**config.mk**
```make
export PLATFORM = sky130hd
export DESIGN_NAME = branch_resolution_queue
export DESIGN_NICKNAME = d
export VERILOG_FILES = /design/src/rtl/branch_resolution_queue.sv
export SDC_FILE = /design/constraint.sdc
export NUM_CORES = 1
export LEC_CHECK = 0
export BUFFER_PORTS_ARGS = -buffer_cell sky130_fd_sc_hd__buf_2
export CORE_ASPECT_RATIO = 0.5
export CORE_MARGIN = 1.5
export CORE_UTILIZATION = 45
export CTS_CLUSTER_SIZE = 40
export DETAILED_ROUTE_END_ITERATION = 16
export PLACE_DENSITY = 0.68
export RECOVER_POWER = 100
export SKIP_LAST_GASP = 1
export SYNTH_ARGS = -nofsm -noshare
export SYNTH_HDL_FRONTEND = slang
export SYNTH_SLANG_ARGS = --single-unit
```
**constraint.sdc**
```tcl
create_clock -name clk -period 2.2 [get_ports clk]
set_input_delay 0.11 -clock clk [delete_from_list [all_inputs] [get_ports clk]]
set_output_delay 0.11 -clock clk [all_outputs]
set_load 0.02 [all_outputs]
```
**src/rtl/branch_resolution_queue.sv**
```systemverilog
// In-order queue of in-flight predicted branches; on resolve, drives predictor update and mispredict.
// Optional BRQ_STATS_EN adds saturating branch_count / mispredict_count outputs.
module branch_resolution_queue #(
  parameter int DEPTH    = 4,
  parameter int PC_WIDTH = 16
) (
  input  logic                       clk,
  input  logic                       rst_n,
  input  logic                       stall,
  input  logic                       push,
  input  logic [PC_WIDTH-1:0]        push_pc,
  input  logic                       push_prediction,
  input  logic                       resolve,
  input  logic                       resolve_taken,
  input  logic                       flush,
  output logic                       full,
  output logic                       empty,
  output logic [$clog2(DEPTH+1)-1:0] count,
  output logic [PC_WIDTH-1:0]        head_pc,
  output logic                       update,
  output logic                       update_value,
  output logic [PC_WIDTH-1:0]        update_pc,
  output logic                       mispredict,
  output logic                       overflow,
`ifdef BRQ_STATS_EN
  output logic [15:0]                branch_count,
  output logic [15:0]                mispredict_count,
`endif
  output logic                       underflow
);

  localparam int PTR_W = $clog2(DEPTH);
  localparam int CNT_W = $clog2(DEPTH+1);

  logic [PTR_W-1:0]    wr_ptr_q, wr_ptr_d, rd_ptr_q, rd_ptr_d;
  logic [CNT_W-1:0]    count_q, count_d;
  logic [PC_WIDTH-1:0] pc_mem_q [DEPTH];
  logic [DEPTH-1:0]    pred_mem_q;
  logic                wr_en;
  logic                update_q, update_d, update_value_q, update_value_d;
  logic [PC_WIDTH-1:0] update_pc_q, update_pc_d;
  logic                mispredict_q, mispredict_d;
  logic                overflow_q, overflow_d, underflow_q, underflow_d;
  logic                is_full, is_empty;
`ifdef BRQ_STATS_EN
  logic [15:0]         branch_count_q, branch_count_d, mispredict_count_q, mispredict_count_d;
`endif

  assign is_full  = (count_q == CNT_W'(DEPTH));
  assign is_empty = (count_q == '0);

  // NOTE: every variable gets a default first so no path through the priority chain infers a latch.
  always_comb begin
    wr_ptr_d       = wr_ptr_q;
    rd_ptr_d       = rd_ptr_q;
    count_d        = count_q;
    wr_en          = 1'b0;
    update_d       = 1'b0;
    update_value_d = 1'b0;
    update_pc_d    = '0;
    mispredict_d   = 1'b0;
    overflow_d     = overflow_q;
    underflow_d    = underflow_q;
`ifdef BRQ_STATS_EN
    branch_count_d     = branch_count_q;
    mispredict_count_d = mispredict_count_q;
`endif
    if (stall) begin
      // hold everything; pulses default to 0
    end else if (flush) begin
      wr_ptr_d = '0;
      rd_ptr_d = '0;
      count_d  = '0;
    end else if (resolve && is_empty) begin
      underflow_d = 1'b1;
      if (push) begin
        wr_en    = 1'b1;
        wr_ptr_d = wr_ptr_q + PTR_W'(1);
        count_d  = count_q + CNT_W'(1);
      end
    end else if (resolve) begin
      update_d       = 1'b1;
      update_value_d = resolve_taken;
      update_pc_d    = pc_mem_q[rd_ptr_q];
`ifdef BRQ_STATS_EN
      if (branch_count_q != 16'hFFFF) branch_count_d = branch_count_q + 16'd1;
`endif
      if (pred_mem_q[rd_ptr_q] == resolve_taken) begin
        rd_ptr_d = rd_ptr_q + PTR_W'(1);
        // Pop and push together keep count steady, so a push is legal even when full.
        if (push) begin
          wr_en    = 1'b1;
          wr_ptr_d = wr_ptr_q + PTR_W'(1);
        end else begin
          count_d = count_q - CNT_W'(1);
        end
      end else begin
        // Everything younger is wrong-path, including a same-cycle push.
        mispredict_d = 1'b1;
        wr_ptr_d     = '0;
        rd_ptr_d     = '0;
        count_d      = '0;
`ifdef BRQ_STATS_EN
        if (mispredict_count_q != 16'hFFFF) mispredict_count_d = mispredict_count_q + 16'd1;
`endif
      end
    end else if (push) begin
      if (is_full) begin
        overflow_d = 1'b1;
      end else begin
        wr_en    = 1'b1;
        wr_ptr_d = wr_ptr_q + PTR_W'(1);
        count_d  = count_q + CNT_W'(1);
      end
    end
  end

  // NOTE: the entry storage is reset too, so head_pc/update_pc never expose stale X after reset.
  always_ff @(posedge clk or negedge rst_n) begin
    if (!rst_n) begin
      wr_ptr_q       <= '0;
      rd_ptr_q       <= '0;
      count_q        <= '0;
      pred_mem_q     <= '0;
      for (int i = 0; i < DEPTH; i++) pc_mem_q[i] <= '0;
      update_q       <= 1'b0;
      update_value_q <= 1'b0;
      update_pc_q    <= '0;
      mispredict_q   <= 1'b0;
      overflow_q     <= 1'b0;
      underflow_q    <= 1'b0;
`ifdef BRQ_STATS_EN
      branch_count_q     <= '0;
      mispredict_count_q <= '0;
`endif
    end else begin
      // NOTE: non-blocking assignments so every register samples pre-edge values.
      wr_ptr_q       <= wr_ptr_d;
      rd_ptr_q       <= rd_ptr_d;
      count_q        <= count_d;
      if (wr_en) begin
        pc_mem_q[wr_ptr_q]   <= push_pc;
        pred_mem_q[wr_ptr_q] <= push_prediction;
      end
      update_q       <= update_d;
      update_value_q <= update_value_d;
      update_pc_q    <= update_pc_d;
      mispredict_q   <= mispredict_d;
      overflow_q     <= overflow_d;
      underflow_q    <= underflow_d;
`ifdef BRQ_STATS_EN
      branch_count_q     <= branch_count_d;
      mispredict_count_q <= mispredict_count_d;
`endif
    end
  end

  assign full         = is_full;
  assign empty        = is_empty;
  assign count        = count_q;
  assign head_pc      = is_empty ? '0 : pc_mem_q[rd_ptr_q];
  assign update       = update_q;
  assign update_value = update_value_q;
  assign update_pc    = update_pc_q;
  assign mispredict   = mispredict_q;
  assign overflow     = overflow_q;
  assign underflow    = underflow_q;
`ifdef BRQ_STATS_EN
  assign branch_count     = branch_count_q;
  assign mispredict_count = mispredict_count_q;
`endif

endmodule

```
== After elaboration in Yosys (flattened, before gate mapping) ==
Index checks and enable logic that the tools add are counted.
Storage, ports and cells
  output and inout bits: 42
  bits of input ports: 24
  logic and storage cells: 104
  flip-flop bits (word level): 96
Operators by class
  muxes and demuxes: 56
  magnitude comparators: 6
  equality and inequality tests: 6
  reduce and logical (&&, ||, !) cells: 12
  add/subtract/negate cells: 4
  bitwise logic cells: 6
Operator list (number)
  $mux W16: 8
  $bwmux W64: 1
  $bmux W16 S2: 1
  $demux W16 S2: 1
  $mux W3: 8
  $mux W1: 23
  $mux W2: 11
  $reduce_and A3 Y1: 3
  $ge A3 B3 Y1 const B: 2
  $lt A2 B3 Y1 const B: 2
  $not A2 Y3: 2
  $reduce_and A6 Y1: 1
  $ne A5 B5 Y1 const B: 1
  $reduce_and A5 Y1: 1
  $add A2 B1 Y2 const B: 2
  $bwmux W4: 1
  $ne A4 B3 Y1 const B: 1
  $not A1 Y1: 4
  $reduce_bool A4 Y1: 1
  $add A3 B1 Y3 const B: 1
  $eq A3 B3 Y1 const B: 1
  $logic_and A1 B1 Y1: 3
  $logic_not A3 Y1: 1
  $lt A3 B1 Y1 const B: 1
  9 further kinds: 9

== Logic depth before layout (Yosys ltp) ==
  depth in word-level cells: 8
  mapped depth: 8

== Worst setup path before layout ==
No wires, ideal clock.
  kind: flip-flop to flip-flop
  start: register count_q[0], in the netlist count[0]
  end: register pc_mem_q[10] (netlist bit)
  data arrival time: 2070 ps
  slack: 5 ps
  clock period less this slack: 2195 ps
  stages on the path, launching flop included: 9
  required time: 2075 ps
  setup time: 125 ps
  cells stage by stage: dfrtp_1 > inv_1 > ha_1 > nand2b_1 > and2_1 > buf_2 > a21oi_2 > buf_4 > mux2_2
On the way
  cells in the longest elaborated chain, start to end: 7
  elaborated cells on any way between the ends: 9
  those cells by class: 1 x eq/ne; 6 x mux; 2 x reduce/logical
RTL lines
  start: declaration: RTL line 36  | logic [CNT_W-1:0] count_q, count_d;
  start signal: assignment: RTL line 140  | count_q <= count_d;
  $eq A3 B3 Y1: RTL line 49  | assign is_full = (count_q == CNT_W'(DEPTH));
  $mux W1: RTL line 108  | if (is_full) begin
  $mux W1: RTL line 107  | end else if (push) begin
  $mux W1: RTL line 81  | end else if (resolve) begin
  $mux W1 (*): RTL line 74  | end else if (resolve && is_empty) begin
  $mux W1 (*): RTL line 70  | end else if (flush) begin
  $mux W1 (*): RTL line 68  | if (stall) begin
  end signal: indexed assignment: RTL line 142  | pc_mem_q[wr_ptr_q] <= push_pc;
  end: declaration: RTL line 37  | logic [PC_WIDTH-1:0] pc_mem_q [DEPTH];
Mark *: on every way between the ends. The rest lies on a longest branch, timed or not.
A chain may end at the register's enable or synchronous reset.

== Worst setup path after layout ==
  start: register pred_mem_q[2]
  end: register pc_mem_q[56] (netlist bit)
On the way
  cells in the longest elaborated chain, start to end: 8
RTL lines
  start: declaration: RTL line 38  | logic [DEPTH-1:0] pred_mem_q;
  start signal: indexed assignment: RTL line 143  | pred_mem_q[wr_ptr_q] <= push_prediction;
  $bmux W1 S2: RTL line 88  | if (pred_mem_q[rd_ptr_q] == resolve_taken) begin
  $mux W1 (implied by the code): RTL line 88
  $eq A1 B1 Y1: RTL line 88
  $mux W1: RTL line 88
  $mux W1: RTL line 81
  $mux W1: RTL line 74
  $mux W1: RTL line 70
  $mux W1: RTL line 68
No other way between the ends. The select of a mux whose other input is x is not followed.

==> reports/metrics.cfg <==
[routing]
drtIter0Drc=175
wire_per_inst_um=18.6
first_pass_iters=4
wirelength_mm=9.74
ant_nets=0
vias_per_cell=5.39
num_vias=2821
drc=0

[place]
place_ws_ns=0.106
placedCellCount=506
port_buffers=65
place_congestion=0.729
place_hpwl_mm=6.31
place_area_um2=4990

[clock_network]
cts_tree=done
htreeDepth=3
clk_latency_ns=0.34
cts_buffer_depth=2
clk_pin_slew_ns=0.07
numCtsBuffers=9
clock_sink_count=96
cts-root-buf=clkbuf_16
post-cts-setup-buffers=0

[pwr]
p_int_w=0.00460
seq_power_share_pct=39.9
pwr-share-clk_pct=20.3
combPwrFrac_pct=39.7
peakVddDrop_v=0.000521
leakage_nw=2.41
p_sw_share_pct=35.0
p_switching_w=0.00248
powerDensity_nw_per_um2=1360

[worst_setup_path]
cp_max_fo=17
r2r_end=pc_mem_q[56]
r2r_start=pred_mem_q[2]
cp.required_ns=2.42
crit_start=pred_mem_q[2]
r2r_slack_ns=0.09
worstRegToRegCells=6
crit_arrival_ns=2.33
critical_path_class=reg2reg
startpoint_type=register
end_kind=register
crit_end=pc_mem_q[56]

[run_status]
outcome=finished clean

[logic_synthesis]
yosysTopAreaCellShare_pct=54.2
synth_area_um2=4430
yosysSeqAreaShare_pct=54.2
synth.distinct_cells=45
synth_top_cell_by_area=dfrtp_1
synthMostInstantiatedCell=dfrtp_1
synth_seq_cells=96
synth_edf_count=0
ys_warn_count=0
synth_commonest_cells=dfrtp_1, mux2_2, and2_1, and3_1, mux4_2
synth_async_sr_flop_share_pct=100
synth_flop_cell=dfrtp_1
synth_nets=343
netlist_instances=312
synthTopCellsByArea=dfrtp_1, mux2_2, mux4_2
avgSynthCellArea_um2=14.2

[timing]
tightest_slew_ns=1.26
hold_ws_ns=0.0443
maxSlewViolCount=0
finalSetupViolCount=0
worst_slack_ns=0.0859
relSlewSlack_pct=16.0
period_needed_ns=2.11
fin_setup_tns_ns=0
finalCritPeriodShare_pct=96.1
fin_worst_skew_ns=0.00761
finalHoldViolations=0
rsz0062_at_grt=yes
max_clock_freq_ghz=0.473

[layout]
drive_gt1_share_pct=41.5
fin_cells=523
nets=414
diodes=0
areaGrowthSynthToFinish_pct=17.7
final_area_um2=5220
fill_cells=826

[floorplanning]
num_rows=25
io_pins=66
initial_core_util_pct=46.6
die_area_um2=10500
die_h_um=73.2
core_um2=9510
fp.dieW_um=143

[global_route]
grt_max_degree=50
antenna_found_initial=0
grt_overflow_total=0
grt_pass1_vias=3018
grt_pass1_wl_mm=15.8
grt.total_usage_pct=20.2

[hold_path]
min_path_type=in2reg

[run]
maxCapViolCount=0

layer usage:
| metal | GRT usage (%) | vias to the layer above | share of wire (%) |
|---|---|---|---|
| met2 | 34.2 | 56 | 51 |
| li1 | - | 1274 | - |
| met3 | 5.51 | 4 | 4.0 |
| met1 | 26.4 | 1487 | 45 |
| met4 | 4.31 | 0 | 0.55 |
| met5 | 0 | - | 0 |
stage by stage:
stage	total power (W)	util, %
6_report	0.00708	54.9
5_1_grt	0.00753	54.9
4_1_cts	0.00718	55.5
3_5_place_dp	0.00571	52.5
3_3_place_gp	0.00554	52.5
2_1_floorplan	0.00484	-
layout by cell type, fill, tap and decap left out, types with 3 or more instances in the layout:
cell | Yosys | final
dfrtp_1 | 96 | 96
mux2_2 | 69 | 69
buf_2 | 3 | 35
clkbuf_1 | 10 | 28
and3_1 | 18 | 18
mux4_2 | 17 | 17
and2_1 | 18 | 15
inv_1 | 11 | 11
clkbuf_16 | 0 | 9
buf_4 | 4 | 8
ha_1 | 7 | 7
nor2_1 | 6 | 6
nand3_1 | 6 | 6
a21oi_1 | 4 | 4
clkbuf_2 | 0 | 4
nand2_1 | 3 | 3
a21oi_4 | 3 | 3
buf_6 | 1 | 3
how the worst min path moves through the flow:
stage,start,endpoint,slack [ns],depth (start not counted)
6_report,push_pc[7],pc_mem_q[55],0.04,2
5_1_grt,push_pc[6],pc_mem_q[6],0.04,2
4_1_cts,push_pc[6],pc_mem_q[38],0.03,2
3_5_place_dp,rst_n,count[2],0.17,1
3_3_place_gp,rst_n,count[2],0.15,1
2_1_floorplan,rst_n,count[0],-0.19,0
worst max-delay path, cell delays in order, from the launching register on:
cell and delay [ns]:
dfrtp_1 0.40, mux4_2 0.47, xor2_1 0.15, buf_4 0.19, a21oi_4 0.16, buf_6 0.24, mux2_2 0.38
timing repair:
item                       CTS  global route
hold endpoints to repair    47             0
hold buffers                 1             0
setup endpoints to repair    0            38
gates resized for setup      0             2
power groups by stage:
stage / clock network, W / registers [W] / logic (W)
after CTS: 0.00148 / 0.00282 / 0.00288
after floorplan: 0 / 0.00280 / 0.00204
after global placement: 0 / 0.00277 / 0.00276
after global routing: 0.00156 / 0.00291 / 0.00306
final: 0.00144 / 0.00283 / 0.00281
after detailed placement: 0 / 0.00285 / 0.00286
registers in the layout, summed over array words and instances, names as in the netlist:
| signal | flops |
|---|---|
| overflow | 1 |
| pred_mem_q | 4 |
| mispredict | 1 |
| pc_mem_q | 64 |
| update_pc | 16 |
| update_value | 1 |
| wr_ptr_q | 2 |
| update | 1 |
| count | 3 |
| underflow | 1 |
| rd_ptr_q | 2 |
cells by family after synthesis:
kind of cell	after synthesis	synth area share, %
buffers and inverters	30	3.13
muxes	87	26.4
and+or+nand+nor	61	8.05
AOI/OAI and AO/OA	28	5.62
DFF	96	54.2
xor gates and xnor gates	3	0.593
adders and majority gates	7	1.98
final cells by class:
type | instances | area, µm² | area share (%)
repair buffers | 79 | 437 | 8.37
flip-flops and latches | 96 | 2400 | 46.1
multi-input cells | 186 | 1890 | 36.2
inverters | 11 | 41.3 | 0.792
clock buffers | 12 | 246 | 4.73
well taps | 135 | 169 | 3.24
clock inverters | 4 | 30.0 | 0.576
Note: power is estimated with default switching activity, not from simulation.
